[src/rtl/hsv_centroid.sv]
// HSV window classifier with per-frame blob accumulation and a sequential centroid divider.
// Pixels matching the window raise match one cycle later; the centroid is refreshed after each frame_end.
module hsv_centroid #(
    parameter int XW         = 11,
    parameter int YW         = 10,
    parameter int CNT_W      = 20,
    parameter int MIN_PIXELS = 64
) (
    input  logic              clock,
    input  logic              reset,
    input  logic [7:0]        h,
    input  logic [7:0]        s,
    input  logic [7:0]        v,
    input  logic              pix_valid,
    input  logic [XW-1:0]     x,
    input  logic [YW-1:0]     y,
    input  logic              frame_end,
    input  logic [7:0]        h_lo,
    input  logic [7:0]        h_hi,
    input  logic [7:0]        s_min,
    input  logic [7:0]        v_min,
    output logic              match,
    output logic [XW-1:0]     centroid_x,
    output logic [YW-1:0]     centroid_y,
    output logic              found,
    output logic              done,
    output logic              busy,
    output logic              overrun
);

    localparam int N   = (XW > YW) ? XW : YW;
    localparam int IW  = $clog2(N + 1);
    localparam int SXW = XW + CNT_W;
    localparam int SYW = YW + CNT_W;

    localparam logic [IW-1:0]    LAST_IT = IW'(N);
    localparam logic [IW-1:0]    X_IT    = IW'(XW);
    localparam logic [IW-1:0]    Y_IT    = IW'(YW);
    localparam logic [CNT_W-1:0] MIN_C   = CNT_W'(MIN_PIXELS);

    typedef enum logic [0:0] {
        IDLE   = 1'b0,
        DIVIDE = 1'b1
    } state_t;

    state_t             state_r;
    logic [IW-1:0]      iter_r;

    // live accumulators for the frame currently arriving
    logic [CNT_W-1:0]   count_r;
    logic [SXW-1:0]     sum_x_r;
    logic [SYW-1:0]     sum_y_r;

    // divider working registers
    logic [CNT_W-1:0]   snap_count_r;
    logic [CNT_W-1:0]   rem_x_r;
    logic [CNT_W-1:0]   rem_y_r;
    logic [XW-1:0]      low_x_r;
    logic [YW-1:0]      low_y_r;
    logic [XW-1:0]      q_x_r;
    logic [YW-1:0]      q_y_r;

    logic               hue_ok_s;
    logic               hit_s;
    logic               add_s;
    logic [CNT_W-1:0]   count_next_s;
    logic [SXW-1:0]     sum_x_next_s;
    logic [SYW-1:0]     sum_y_next_s;

    logic [CNT_W:0]     div_s;
    logic [CNT_W:0]     trial_x_s;
    logic [CNT_W:0]     trial_y_s;
    logic               ge_x_s;
    logic               ge_y_s;
    logic [CNT_W-1:0]   rem_x_step_s;
    logic [CNT_W-1:0]   rem_y_step_s;

    // Window test; a reversed hue window wraps through 0
    always_comb begin
        hue_ok_s = 1'b0;
        if (h_lo <= h_hi) begin
            hue_ok_s = (h >= h_lo) && (h <= h_hi);
        end else begin
            hue_ok_s = (h >= h_lo) || (h <= h_hi);
        end
        hit_s = pix_valid && hue_ok_s && (s >= s_min) && (v >= v_min);
    end

    // Next accumulator values; a saturated counter drops further pixels entirely
    always_comb begin
        add_s        = hit_s && !(&count_r);
        count_next_s = count_r;
        sum_x_next_s = sum_x_r;
        sum_y_next_s = sum_y_r;
        if (add_s) begin
            count_next_s = count_r + {{(CNT_W-1){1'b0}}, 1'b1};
            sum_x_next_s = sum_x_r + {{CNT_W{1'b0}}, x};
            sum_y_next_s = sum_y_r + {{CNT_W{1'b0}}, y};
        end else begin
            count_next_s = count_r;
            sum_x_next_s = sum_x_r;
            sum_y_next_s = sum_y_r;
        end
    end

    // One restoring-division step for each axis, remainder kept below the divisor
    always_comb begin
        div_s     = {1'b0, snap_count_r};
        trial_x_s = {rem_x_r, low_x_r[XW-1]};
        trial_y_s = {rem_y_r, low_y_r[YW-1]};
        ge_x_s    = (trial_x_s >= div_s);
        ge_y_s    = (trial_y_s >= div_s);
        if (ge_x_s) begin
            rem_x_step_s = trial_x_s[CNT_W-1:0] - snap_count_r;
        end else begin
            rem_x_step_s = trial_x_s[CNT_W-1:0];
        end
        if (ge_y_s) begin
            rem_y_step_s = trial_y_s[CNT_W-1:0] - snap_count_r;
        end else begin
            rem_y_step_s = trial_y_s[CNT_W-1:0];
        end
    end

    // Match mask and live accumulators; frame_end always starts a fresh frame
    always_ff @(posedge clock or posedge reset) begin
        if (reset) begin
            match   <= 1'b0;
            count_r <= '0;
            sum_x_r <= '0;
            sum_y_r <= '0;
        end else begin
            match <= hit_s;
            if (frame_end) begin
                count_r <= '0;
                sum_x_r <= '0;
                sum_y_r <= '0;
            end else begin
                count_r <= count_next_s;
                sum_x_r <= sum_x_next_s;
                sum_y_r <= sum_y_next_s;
            end
        end
    end

    // Control FSM and divider datapath with registered result outputs
    always_ff @(posedge clock or posedge reset) begin
        if (reset) begin
            state_r      <= IDLE;
            iter_r       <= '0;
            busy         <= 1'b0;
            done         <= 1'b0;
            overrun      <= 1'b0;
            found        <= 1'b0;
            centroid_x   <= '0;
            centroid_y   <= '0;
            snap_count_r <= '0;
            rem_x_r      <= '0;
            rem_y_r      <= '0;
            low_x_r      <= '0;
            low_y_r      <= '0;
            q_x_r        <= '0;
            q_y_r        <= '0;
        end else begin
            done    <= 1'b0;
            overrun <= 1'b0;
            case (state_r)
                IDLE: begin
                    if (frame_end) begin
                        // snapshot includes a hit arriving in the frame_end cycle
                        snap_count_r <= count_next_s;
                        rem_x_r      <= sum_x_next_s[SXW-1:XW];
                        low_x_r      <= sum_x_next_s[XW-1:0];
                        rem_y_r      <= sum_y_next_s[SYW-1:YW];
                        low_y_r      <= sum_y_next_s[YW-1:0];
                        q_x_r        <= '0;
                        q_y_r        <= '0;
                        iter_r       <= '0;
                        busy         <= 1'b1;
                        state_r      <= DIVIDE;
                    end else begin
                        state_r <= IDLE;
                    end
                end
                DIVIDE: begin
                    if (frame_end) begin
                        overrun <= 1'b1;
                    end else begin
                        overrun <= 1'b0;
                    end
                    if (iter_r == LAST_IT) begin
                        state_r <= IDLE;
                        busy    <= 1'b0;
                        done    <= 1'b1;
                        if (snap_count_r >= MIN_C) begin
                            centroid_x <= q_x_r;
                            centroid_y <= q_y_r;
                            found      <= 1'b1;
                        end else begin
                            found <= 1'b0;
                        end
                    end else begin
                        iter_r <= iter_r + {{(IW-1){1'b0}}, 1'b1};
                        if ((iter_r < X_IT) && (snap_count_r != '0)) begin
                            rem_x_r <= rem_x_step_s;
                            low_x_r <= {low_x_r[XW-2:0], 1'b0};
                            q_x_r   <= {q_x_r[XW-2:0], ge_x_s};
                        end
                        if ((iter_r < Y_IT) && (snap_count_r != '0)) begin
                            rem_y_r <= rem_y_step_s;
                            low_y_r <= {low_y_r[YW-2:0], 1'b0};
                            q_y_r   <= {q_y_r[YW-2:0], ge_y_s};
                        end
                    end
                end
                default: begin
                    state_r <= IDLE;
                    busy    <= 1'b0;
                end
            endcase
        end
    end

endmodule

[config.mk]
export PLATFORM = sky130hd
export DESIGN_NAME = hsv_centroid
export DESIGN_NICKNAME = d
export VERILOG_FILES = /design/src/rtl/hsv_centroid.sv
export SDC_FILE = /design/constraint.sdc
export NUM_CORES = 1
export LEC_CHECK = 0
export ABC_AREA = 0
export ABC_CLOCK_PERIOD_IN_PS = 18800
export CORE_MARGIN = 8
export CORE_UTILIZATION = 45
export DETAILED_ROUTE_END_ITERATION = 10
export PLACE_DENSITY = 0.61
export SYNTH_ARGS = -nofsm -noshare
export SYNTH_HDL_FRONTEND = slang
export SYNTH_SLANG_ARGS = --single-unit
[constraint.sdc]
create_clock -name clock -period 18.8 [get_ports clock]
set_clock_uncertainty 0.15 [all_clocks]
set_input_delay 3.76 -clock clock [delete_from_list [all_inputs] [get_ports clock]]
set_output_delay 3.76 -clock clock [all_outputs]
set_load 0.02 [all_outputs]
==> impl_metrics.json <==
{
  "clockBufferDepth": 3,
  "insertion_delay_ns": 0.52,
  "postSynth.asyncResetShare": 1.00,
  "multi_input_area_um2": 7440,
  "critPathRequiredTime_ns": 19.09,
  "wl_per_cell_um": 17.4,
  "regArea_um2": 5360,
  "power_density_nw_per_um2": 130,
  "synth_seq_cells": 214,
  "yosys-top-cells-area": "dfrtp_1 (40%), ha_1 (9.7%), nor2_1 (4.4%)",
  "ys_warn_count": 0,
  "cap_violations": 0,
  "dp_cells": 1893,
  "vias": 10645,
  "initial_core_util": 0.453,
  "critical_path.max_fanout": 23,
  "synth_cell_types": 81,
  "cts_made_buffers": 25,
  "grt_pass1_wl_um": 56000,
  "synthToLayoutAreaGrowth_pct": 16.8,
  "drc": 0,
  "total_leakage_power_nw": 7.28,
  "io_buffers": 106,
  "worstHoldPathType": "reg2reg",
  "arrival_ns": 7.23,
  "first_global_vias": 10799,
  "grt_overflow_total": 0,
  "num_rows": 63,
  "antenna_found_initial": 0,
  "netlist_top_cells_count": "dfrtp_1 (214), nor2_1 (157), nand2_1 (155)",
  "path_class": "in2reg",
  "finalSetupViolCount": 0,
  "post_cts_buffers": 0,
  "synth_edf_count": 0,
  "io_pins": 107,
  "die_area_um2": 35400,
  "die_y_um": 188,
  "period_share": 0.369,
  "fill_cells": 2716,
  "cts_hold_repair.buffers": 0,
  "status": "finished clean",
  "syn_inst": 1441,
  "yosysMostFrequentCell": "dfrtp_1",
  "core_area_um2": 29400,
  "hpwlAfterDp_um": 24200,
  "cts.sinks": 214,
  "final_hold_viol_count": 0,
  "htree_levels": 1,
  "die_w_um": 188,
  "yosys.area.top_type_share": 0.402,
  "viasPerCell": 5.50,
  "first_iter_violations": 682,
  "cts_resized": 0,
  "setup_tns_ns": 0,
  "tritoncts": "done",
  "rsz0062_at_grt": "false",
  "gp_congestion": 0.825,
  "worstMarginPinSlew_ns": 1.04,
  "cts_root_buf": "clkbuf_16",
  "avgSynthCellArea_um2": 9.25,
  "syn_area_um2": 13300,
  "wl_um": 33700,
  "ir_worst_vdd_mv": 0.103,
  "maxSlewViolCount": 0,
  "ant_nets": 0,
  "synth_sequential_area_ratio": 0.402,
  "clk_pin_slew_ns": 0.06,
  "end_kind": "register",
  "grt_usage": 0.189,
  "fin_nets": 1718,
  "ys.flop_type": "dfrtp_1",
  "utilization": 0.530,
  "drive_gt1_frac": 0.0757,
  "relSlewSlack": 0.307,
  "synth_nets": 1629,
  "fin_ws_ns": 11.86,
  "finalNonFillerCells": 1936,
  "worstSetupStartpointType": "input pin",
  "grt_max_degree": 113,
  "dr.pass1.iters": 4,
  "antenna_cells": 0,
  "post-synth-top-area-cell": "dfrtp_1",
  "dp_slack_ns": 11.28,
  "max_freq_mhz": 144,
  "fin_crit_ns": 6.94
}
-- per-stage QoR --
step | hold slack (ns) | area (um^2) | total power, mW
after floorplan | 0.294 | 13300 | 1.33
after global placement | 0.305 | 14700 | 1.53
after detailed placement | 0.313 | 14700 | 1.53
after CTS | 0.326 | 15600 | 2.04
after global routing | 0.331 | 15600 | 2.18
final | 0.321 | 15600 | 2.03
-- worst max-delay path, cell delays in order --
cell and delay (ns):
clkdlybuf4s50_1 0.45, inv_1 0.04, ha_1 0.28, a211o_1 0.31, a31oi_1 0.15, o21ai_0 0.11, a31oi_1 0.37, or2_1 0.16
buf_4 0.34, or2_1 0.65, a21oi_1 0.18, mux2_2 0.29, o21ai_1 0.11
-- area by class of cell --
type	instances	share of cell area
clock buffers	38	0.0491
inverters	71	0.0176
well taps	390	0.0313
clock inverters	5	0.00482
repair buffers	121	0.0751
flip-flops and latches	214	0.344
multi-input cells	1097	0.478
-- power by group --
part	internal, mW	leakage [nW]	total [mW]	switching (mW)
logic	0.409	3.97	0.942	0.533
registers	0.535	2.89	0.594	0.0592
clock network	0.305	0.418	0.491	0.187
-- routing by layer --
| layer | up-vias | routed length (um) | track usage |
|---|---|---|---|
| met5 | - | 0 | 0 |
| li1 | 5281 | - | - |
| met3 | 35 | 1510 | 0.0308 |
| met4 | 0 | 648 | 0.0394 |
| met1 | 5110 | 16300 | 0.262 |
| met2 | 219 | 15200 | 0.308 |
-- registers in the layout, summed over array words and instances, names as in the netlist, 4 cells and up --
name	count
sum_y_r	30
iter_r	4
rem_x_r	20
q_y_r	10
snap_count_r	20
q_x_r	11
low_y_r	10
centroid_x	11
rem_y_r	20
sum_x_r	31
low_x_r	11
count_r	20
centroid_y	10
-- cell usage in the layout, fill, tap and decap left out, types with 5 or more instances in the layout --
cell,netlist,routed
mux2_2,27,27
o21ai_0,69,69
nand2_1,155,154
mux2i_1,27,27
dfrtp_1,214,214
nor2b_1,11,10
ha_1,103,103
a31oi_1,9,9
a21o_1,29,29
o22ai_1,12,12
xor2_1,58,58
and3_1,30,30
a211oi_1,19,19
o211ai_1,10,10
nand4_1,17,17
clkbuf_16,0,25
o21ai_1,5,5
nand3_1,60,60
o21a_1,15,15
nor3_1,28,28
inv_1,70,69
nor2_1,157,156
a21oi_1,74,73
nand2b_1,10,10
o221ai_1,12,12
and4_1,7,7
o21bai_1,6,6
buf_4,5,15
clkbuf_8,0,9
and2_1,9,9
xnor2_1,48,48
nor4_1,12,12
a221oi_1,6,6
clkdlybuf4s50_1,0,105
-- path summary, 6_finish.rpt --
check,from,endpoint,slack [ns],cells past startpoint
hold reg to reg,low_x_r[9],low_x_r[9],0.32,1
min in group asynchronous,reset,centroid_y[3],3.66,2
max in group asynchronous,reset,count_r[16],13.63,3
setup / recovery,v_min[2],low_y_r[2],11.86,13
setup reg to reg,snap_count_r[1],rem_x_r[2],14.81,12
hold / removal,low_x_r[9],low_x_r[9],0.32,1
-- kinds of logic (layout without fill, tap and decap cells) --
family          Yosys count  in the layout  share of synthesized area
simple gates            524            524                      0.189
xor+xnor                106            106                     0.0697
fa+ha+maj               107            107                      0.103
mux                      54             54                     0.0431
compound gates          306            306                      0.153
buf+inv                 130            235                     0.0407
flops                   214            214                      0.402
(Power assumes the default switching activity.)
